[src/rtl/sdram_port_arbiter.sv]
// ---------------------------------------------------------------------------
// sdram_port_arbiter
//
// Shares one SDRAM controller command port between three requesters:
// video DMA (port 0), CPU (port 1) and an auxiliary/SPI boot port (port 2).
// One transaction runs at a time through the states IDLE -> ISSUE -> WAIT ->
// RELEASE. The winner's command fields are captured in IDLE, so the command
// toward the controller stays stable for the whole transaction.
//
// Optional feature (macro SDRAM_ARB_STARVE_EN):
//   When defined, the CPU and aux ports each get a 4-bit starvation counter.
//   A port that has been bypassed STARVE_LIMIT times in a row wins the next
//   arbitration. CPU beats aux if both are promoted. When the macro is not
//   defined, arbitration is strictly video > CPU > aux.
//
// Ports:
//   clk, reset_in                 clock, synchronous active-low reset
//   vid_* / cpu_* / aux_*         requester ports (req, we, addr, wdata, bytesel)
//   vid_ack / cpu_ack / aux_ack   one-cycle completion pulses
//   rdata                         read data registered on the controller ack
//   sdr_*                         command port toward the SDRAM controller
//   sdr_ack, sdr_rdata            completion and read data from the controller
//   grant_id                      owning port (0 vid, 1 cpu, 2 aux, 3 none)
//   busy                          high whenever the arbiter is not idle
// ---------------------------------------------------------------------------
module sdram_port_arbiter #(
    parameter int ADDR_WIDTH   = 24,
    parameter int STARVE_LIMIT = 4
) (
    input  logic                  clk,
    input  logic                  reset_in,
    input  logic                  vid_req,
    input  logic                  vid_we,
    input  logic [ADDR_WIDTH-1:0] vid_addr,
    input  logic [15:0]           vid_wdata,
    input  logic [1:0]            vid_bytesel,
    input  logic                  cpu_req,
    input  logic                  cpu_we,
    input  logic [ADDR_WIDTH-1:0] cpu_addr,
    input  logic [15:0]           cpu_wdata,
    input  logic [1:0]            cpu_bytesel,
    input  logic                  aux_req,
    input  logic                  aux_we,
    input  logic [ADDR_WIDTH-1:0] aux_addr,
    input  logic [15:0]           aux_wdata,
    input  logic [1:0]            aux_bytesel,
    output logic                  vid_ack,
    output logic                  cpu_ack,
    output logic                  aux_ack,
    output logic [15:0]           rdata,
    output logic                  sdr_req,
    output logic                  sdr_we,
    output logic [ADDR_WIDTH-1:0] sdr_addr,
    output logic [15:0]           sdr_wdata,
    output logic [1:0]            sdr_bytesel,
    input  logic                  sdr_ack,
    input  logic [15:0]           sdr_rdata,
    output logic [1:0]            grant_id,
    output logic                  busy
);

    typedef enum logic [1:0] {
        IDLE    = 2'd0,
        ISSUE   = 2'd1,
        WAIT    = 2'd2,
        RELEASE = 2'd3
    } state_t;

    // An out-of-range starvation limit would make the 4-bit counters unable
    // to ever reach it, so refuse to elaborate with one.
    if (STARVE_LIMIT < 1 || STARVE_LIMIT > 15) begin : g_limitCheck
        $error("sdram_port_arbiter: STARVE_LIMIT must be within 1..15");
    end

    state_t                  r_state;
    state_t                  w_nextState;
    logic [1:0]              r_grant;
    logic                    r_we;
    logic [ADDR_WIDTH-1:0]   r_addr;
    logic [15:0]             r_wdata;
    logic [1:0]              r_bytesel;
    logic [15:0]             r_rdata;

    logic                    w_anyReq;
    logic [1:0]              w_winner;
    logic                    w_winWe;
    logic [ADDR_WIDTH-1:0]   w_winAddr;
    logic [15:0]             w_winWdata;
    logic [1:0]              w_winBytesel;

`ifdef SDRAM_ARB_STARVE_EN
    localparam logic [3:0] LP_LIMIT = 4'(STARVE_LIMIT);

    logic [3:0] r_cpuStarve;
    logic [3:0] r_auxStarve;
`endif

    // Pick the winner among the current requests. Fixed priority is the
    // baseline; a promoted (starved) port overrides it, and the req term
    // keeps a stale counter from granting a port that has since gone away.
    always_comb begin
        w_anyReq = vid_req | cpu_req | aux_req;
        w_winner = 2'd3;
        if (vid_req) begin
            w_winner = 2'd0;
        end else if (cpu_req) begin
            w_winner = 2'd1;
        end else if (aux_req) begin
            w_winner = 2'd2;
        end
`ifdef SDRAM_ARB_STARVE_EN
        if (cpu_req && r_cpuStarve == LP_LIMIT) begin
            w_winner = 2'd1;
        end else if (aux_req && r_auxStarve == LP_LIMIT) begin
            w_winner = 2'd2;
        end
`endif
    end

    // Route the winning port's command fields toward the capture registers.
    always_comb begin
        w_winWe      = vid_we;
        w_winAddr    = vid_addr;
        w_winWdata   = vid_wdata;
        w_winBytesel = vid_bytesel;
        case (w_winner)
            2'd1: begin
                w_winWe      = cpu_we;
                w_winAddr    = cpu_addr;
                w_winWdata   = cpu_wdata;
                w_winBytesel = cpu_bytesel;
            end
            2'd2: begin
                w_winWe      = aux_we;
                w_winAddr    = aux_addr;
                w_winWdata   = aux_wdata;
                w_winBytesel = aux_bytesel;
            end
            default: begin
            end
        endcase
    end

    // Next-state logic. A controller ack already in ISSUE skips WAIT; acks
    // seen in IDLE or RELEASE are not looked at and therefore ignored.
    always_comb begin
        w_nextState = r_state;
        case (r_state)
            IDLE:    if (w_anyReq) w_nextState = ISSUE;
            ISSUE:   w_nextState = sdr_ack ? RELEASE : WAIT;
            WAIT:    if (sdr_ack) w_nextState = RELEASE;
            RELEASE: w_nextState = IDLE;
            default: w_nextState = IDLE;
        endcase
    end

    // State register plus the captured command and read data. The command
    // is captured only on the IDLE -> ISSUE edge, so it cannot move while
    // sdr_req is high even if the requester changes or drops its inputs.
    always_ff @(posedge clk) begin
        if (!reset_in) begin
            r_state   <= IDLE;
            r_grant   <= 2'd3;
            r_we      <= 1'b0;
            r_addr    <= '0;
            r_wdata   <= '0;
            r_bytesel <= '0;
            r_rdata   <= '0;
        end else begin
            r_state <= w_nextState;
            if (r_state == IDLE && w_anyReq) begin
                r_grant   <= w_winner;
                r_we      <= w_winWe;
                r_addr    <= w_winAddr;
                r_wdata   <= w_winWdata;
                r_bytesel <= w_winBytesel;
            end
            if ((r_state == ISSUE || r_state == WAIT) && sdr_ack) begin
                r_rdata <= sdr_rdata;
            end
        end
    end

`ifdef SDRAM_ARB_STARVE_EN
    // Starvation counters only move on arbitration cycles (IDLE). A port is
    // bypassed when it requests and someone else wins. Counting saturates at
    // the limit so an aux port that loses to a promoted CPU stays promoted.
    always_ff @(posedge clk) begin
        if (!reset_in) begin
            r_cpuStarve <= '0;
            r_auxStarve <= '0;
        end else if (r_state == IDLE) begin
            if (!cpu_req || w_winner == 2'd1) begin
                r_cpuStarve <= '0;
            end else if (r_cpuStarve != LP_LIMIT) begin
                r_cpuStarve <= r_cpuStarve + 4'd1;
            end
            if (!aux_req || w_winner == 2'd2) begin
                r_auxStarve <= '0;
            end else if (r_auxStarve != LP_LIMIT) begin
                r_auxStarve <= r_auxStarve + 4'd1;
            end
        end
    end
`endif

    assign sdr_req     = (r_state == ISSUE) || (r_state == WAIT);
    assign sdr_we      = r_we;
    assign sdr_addr    = r_addr;
    assign sdr_wdata   = r_wdata;
    assign sdr_bytesel = r_bytesel;
    assign rdata       = r_rdata;
    assign busy        = (r_state != IDLE);
    assign grant_id    = (r_state == IDLE) ? 2'd3 : r_grant;
    assign vid_ack     = (r_state == RELEASE) && (r_grant == 2'd0);
    assign cpu_ack     = (r_state == RELEASE) && (r_grant == 2'd1);
    assign aux_ack     = (r_state == RELEASE) && (r_grant == 2'd2);

endmodule

[config.mk]
export PLATFORM = sky130hd
export DESIGN_NAME = sdram_port_arbiter
export DESIGN_NICKNAME = d
export VERILOG_FILES = /design/src/rtl/sdram_port_arbiter.sv
export SDC_FILE = /design/constraint.sdc
export NUM_CORES = 1
export LEC_CHECK = 0
export CAP_MARGIN = 20
export CORE_AREA = 2 2 83 85
export CTS_BUF_LIST = sky130_fd_sc_hd__clkbuf_8 sky130_fd_sc_hd__clkbuf_16
export CTS_CLUSTER_SIZE = 40
export DETAILED_ROUTE_END_ITERATION = 16
export DIE_AREA = 0 0 85 87
export DONT_BUFFER_PORTS = 1
export PLACE_DENSITY = 0.67
export RECOVER_POWER = 50
export SYNTH_ARGS = -nofsm -noshare
export SYNTH_HDL_FRONTEND = slang
export SYNTH_SLANG_ARGS = --single-unit
[constraint.sdc]
create_clock -name clk -period 1.9 [get_ports clk]
set_clock_uncertainty 0.2 [all_clocks]
set_input_delay 0.38 -clock clk [delete_from_list [all_inputs] [get_ports clk]]
set_output_delay 0.38 -clock clk [all_outputs]
set_load 0.1 [all_outputs]
==> results of run 1 <==
==> critical path, cell delays in order, from the launching register on <==
cell and delay [ps]:
dfxtp_4 390, inv_4 50, ha_4 180, or2_4 360
==> layout make-up <==
cell class | instances | area, sq um | area share [%]
timing repair buffer | 133 | 1085 | 23.22
sequential | 63 | 1269 | 27.16
tap | 80 | 100.1 | 2.142
multi-input combinational | 335 | 1954 | 41.83
clock inverter | 7 | 120.1 | 2.571
clock buffer | 9 | 123.9 | 2.651
inverter | 4 | 20.02 | 0.4285
==> logic make-up after synthesis <==
family	share of synthesized area, %
AO/OA/AOI/OAI	29.47
buffers and inverters	6.573
AND/OR/NAND/NOR	24.96
multiplexers	0.2954
flip-flops	37.22
adder cells (fa/ha/maj)	1.477
==> synthesized netlist by cell type (2+ instances only) <==
cell type / count
buf_2: 19
nand2_1: 122
ha_1: 4
buf_1: 2
a21oi_1: 3
buf_6: 3
or2_2: 2
a21boi_0: 15
and3b_1: 2
a21o_1: 42
nand3b_1: 42
inv_1: 3
dfxtp_1: 63
a31oi_1: 42
clkbuf_1: 19
o21ai_1: 10
o21ai_0: 35
nor2_1: 3
==> registers in the layout, summed over array words and instances (netlist names) <==
name and count:
r_state 2, sdr_bytesel 2, sdr_we 1, sdr_wdata 16, rdata 16, sdr_addr 24
r_grant 2
==> where the power goes <==
part	total (mW)	switching [mW]	internal, mW
sequential	1.99	0.186	1.80
combinational	5.86	4.73	1.12
clock	1.42	0.545	0.876
total	9.26	5.46	3.80
==> stage by stage <==
step                      power [mW]  utilization, %  area, sq um  instances  hold slack (ps)
after global routing           9.640           71.12         4672        631           0.2005
after global placement         7.809           59.62         3916        552            241.8
after detailed placement       7.880           59.62         3916        552            247.0
final                          9.263           71.12         4672        631            18.17
after floorplan                6.887               -         3431        445            271.6
after CTS                      9.539           72.70         4776        627            1.713
==> what timing repair did <==
| action | CTS | global route |
|---|---|---|
| endpoints found under the setup margin | 4 | 5 |
| hold buffers | 56 | 4 |
| gates resized for setup | 10 | 1 |
| hold endpoints to repair | 61 | 3 |
| pin swaps | 2 | 2 |
| gates cloned | 0 | 0 |
| setup buffers | 3 | 0 |
==> final timing paths <==
| check | start | to | slack [ps] | depth (start not counted) |
|---|---|---|---|---|
| worst max-delay path | r_state[0] | grant_id[0] | 20 | 3 |
| worst min-delay path | vid_wdata[0] | sdr_wdata[0] | 20 | 2 |
| worst max register to register | r_state[0] | sdr_addr[3] | 130 | 6 |
| worst min register to register | rdata[11] | rdata[11] | 270 | 2 |
==> metal layers <==
| layer | vias to the layer above | track usage [%] | wire length, um |
|---|---|---|---|
| met5 | - | 0 | 0 |
| met4 | 0 | 11.11 | 223 |
| met3 | 22 | 7.299 | 819 |
| met2 | 195 | 46.80 | 5424 |
| met1 | 1689 | 30.50 | 3903 |
| li1 | 1758 | - | - |
==> flow_metrics.tcl, run 1 <==
set metrics [dict create \
    port_buffers 0 \
    floorplan.die_area_sq_um 7395 \
    fillers 515 \
    leakage_nw 1.972 \
    maxClockFrequency_ghz 0.5313 \
    clk_pin_slew_ps 70 \
    layout_commonest_cell "nand2_1" \
    fin_crit_sh_pct 99.06 \
    cp.required_ps 1320 \
    cp-start-kind "flip-flop" \
    synth_ff_type "dfxtp_1" \
    final_nets 701 \
    grt_pass1_vias 3314 \
    final_cell_mix "nand2_1, dfxtp_1, dlygate4sd3_1, clkbuf_2" \
    run_status "complete, no violations" \
    netlist.area_leader.share_pct 37.22 \
    drive_gt1_share_pct 18.51 \
    min_path_type "input port to flip-flop" \
    maxCapViolCount 0 \
    route.detailed.drc 0 \
    cts_buffer_depth 2 \
    crit_path_end_kind "output port" \
    crit_arrival_ps 1300 \
    cts_tree "built" \
    finalSetupViolCount 0 \
    tightestPinTransition_ps 577.9 \
    overflow 0 \
    fp.coreArea_sq_um 6569 \
    fp.dieH_um 87 \
    ys_warn_count 0 \
    cp_max_fo 7 \
    setup_ws_ps 17.78 \
    crit_type "flip-flop to output port" \
    syn-cell-area_sq_um 3388 \
    synth_fp_nets 600 \
    hpwl_mm 5.897 \
    area_delta_synth_final_pct 37.89 \
    die_w_um 85 \
    synth_area_leaders "dfxtp_1, nand2_1, a21o_1" \
    period_minus_slack_ps 1882 \
    numCtsBuffers 9 \
    avgSynthCellArea_sq_um 7.614 \
    rows 30 \
    power_density_nw_per_um2 1983 \
    drt-initial-drc-count 193 \
    synthCells 445 \
    synth_edf_count 0 \
    synth-async-reset-ratio_pct 0 \
    grt_pass1_wl_mm 15.81 \
    vias 3664 \
    synth_area_leader_cell "dfxtp_1" \
    cts_root_buffer "clkbuf_8" \
    num_antenna_cells 0 \
    viasPerCell 5.807 \
    fin_tns_setup_ps 0 \
    wl_per_cell_um 16.44 \
    firstDrtPassIters 5 \
    io_pins 217 \
    hold_viol_final 0 \
    wirelength_mm 10.37 \
    yosysSeqAreaShare_pct 37.22 \
    synth_seq_cells 63 \
    slew_headroom_pct 61.47 \
    place.gp.congestion 0.7524 \
    netlist-cell-type-count 32 \
    slew_viol_final 0 \
    insertion_delay_ps 330 \
    clock-sinks 63 \
    grt_max_degree 92 \
    place_ws_ps 148.7 \
    drtAntennaViolNets 0 \
    grt_usage_pct 26.63 \
    antenna_found_initial 0 \
    ir_worst_vdd_mv 1.341 \
    rsz0062_at_grt "yes" \
    start_util_pct 51.58 \
    h-tree-depth 3 \
]
Power figures use the tool's default switching activity.
==> inputs of run 2 (changes only) <==
==> constraint.sdc (replaced) <==
create_clock -name clk -period 1.9 [get_ports clk]
set_clock_uncertainty 0.2 [all_clocks]
set_input_delay 0.38 -clock clk [delete_from_list [all_inputs] [get_ports clk]]
set_output_delay 0.38 -clock clk [all_outputs]
set_load 0.005 [all_outputs]
==> flow_metrics.tcl, run 2 (synthesis gave the netlist of run 1 again) <==
set metrics [dict create \
    cts_root_buffer "clkbuf_8" \
    period_minus_slack_ps 1853 \
    num_antenna_cells 0 \
    viasPerCell 5.869 \
    cp.required_ps 1320 \
    rows 30 \
    finalPower_mw 5.058 \
    maxCapViolCount 0 \
    final_nets 635 \
    leakage_nw 1.627 \
    floorplan.die_area_sq_um 7395 \
    grt_pass1_wl_mm 14.16 \
    grt_max_degree 92 \
    overflow 0 \
    layout_commonest_cell "nand2_1" \
    grt_pass1_vias 3065 \
    die_w_um 85 \
    worst_path_max_delay_cell "dfxtp_2" \
    ir_worst_vdd_mv 0.9407 \
    min_path_type "input port to flip-flop" \
    maxClockFrequency_ghz 0.5396 \
    cp-start-kind "flip-flop" \
    drt-initial-drc-count 161 \
    fin_crit_sh_pct 97.53 \
    wirelength_mm 9.234 \
    firstDrtPassIters 4 \
    clock-sinks 63 \
    port_buffers 0 \
    tightestPinTransition_ps 237.0 \
    numCtsBuffers 9 \
    final_cell_mix "nand2_1, dfxtp_1, dlygate4sd3_1" \
    crit_family "flip-flops" \
    cts_buffer_depth 2 \
    finalSetupViolCount 0 \
    crit_chain "inv_1 -> ha_4 -> or2_2" \
    insertion_delay_ps 330 \
    hpwl_mm 5.671 \
    place_ws_ps 122.9 \
    slew_viol_final 0 \
    route.detailed.drc 0 \
    crit_type "flip-flop to output port" \
    fp.coreArea_sq_um 6569 \
    place.gp.congestion 0.7241 \
    setup_ws_ps 46.93 \
    largest_reg_flops 24 \
    clk_pin_slew_ps 70 \
    fp.dieH_um 87 \
    cts_tree "built" \
    crit_path_end_kind "output port" \
    path_buf_inv 1 \
    power_density_nw_per_um2 1205 \
    wl_per_cell_um 16.34 \
    timing.hold.ws_ps 23.62 \
    slew_headroom_pct 84.20 \
    drive_gt1_share_pct 7.010 \
    fillers 549 \
    cp_max_fo 7 \
    h-tree-depth 3 \
    antenna_found_initial 0 \
    run_status "complete, no violations" \
    critPathMaxStageDelay_ps 350 \
    io_pins 217 \
    start_util_pct 51.58 \
    vias 3316 \
    area_delta_synth_final_pct 23.93 \
    crit_arrival_ps 1270 \
    hold_viol_final 0 \
    drtAntennaViolNets 0 \
    grt_usage_pct 23.65 \
]
## run 2: cell types whose count changed in the layout (fill, tap and decap cells not counted), moves of 2 or more
cell | before | now
or2_2 | 0 | 2
inv_1 | 1 | 3
clkbuf_2 | 54 | 0
buf_12 | 5 | 3
dfxtp_2 | 0 | 2
bufinv_16 | 3 | 1
dfxtp_4 | 2 | 0
inv_4 | 2 | 0
inv_6 | 1 | 3
buf_4 | 12 | 6
or2_4 | 2 | 0
## run 2: worst paths after layout
| kind | start | end | slack [ps] | cells past startpoint |
|---|---|---|---|---|
| worst max-delay path | r_state[1] | grant_id[1] | 50 | 3 |
| worst min-delay path | vid_addr[20] | sdr_addr[20] | 20 | 2 |
| worst max register to register | r_state[0] | r_grant[0] | 140 | 6 |
| worst min register to register | r_state[1] | r_state[1] | 280 | 2 |
## run 2: cell type report
cell class	count	area [sq um]	share of cell area (%)
clock buffer	9	123.9	2.950
clock inverter	7	80.08	1.907
inverter	4	15.01	0.3576
multi-input combinational	335	1931	45.98
sequential	63	1264	30.10
tap	80	100.1	2.384
timing repair buffer	67	685.7	16.33
## run 2: repair_timing
action | CTS | global route
resized for setup | 3 | 2
setup buffers | 2 | 0
hold endpoints to repair | 63 | 0
hold buffers | 59 | 0
setup endpoints to repair | 3 | 3
cloned | 0 | 0
## run 2: through the flow
step	area (sq um)	cells	utilization, %	setup TNS [ps]
floorplan	3388	445	-	0
global placement	3359	488	51.14	0
detailed placement	3359	488	51.14	0
CTS	4184	565	63.70	0
finish	4199	565	63.92	0
global route	4199	565	63.92	-0.2596
## run 2: routing by layer
| layer | wire [um] | vias to the layer above | GRT usage [%] | share of wire [%] |
|---|---|---|---|---|
| met1 | 3653 | 1514 | 27.24 | 40 |
| met4 | 218 | 0 | 11.26 | 2.4 |
| li1 | - | 1623 | - | - |
| met5 | 0 | - | 0 | 0 |
| met2 | 4550 | 159 | 41.12 | 49 |
| met3 | 812 | 20 | 5.877 | 8.8 |
## run 2: power breakdown
group	switching (mW)	internal (mW)
combinational	0.938	0.758
sequential	0.372	1.80
clock	0.568	0.621
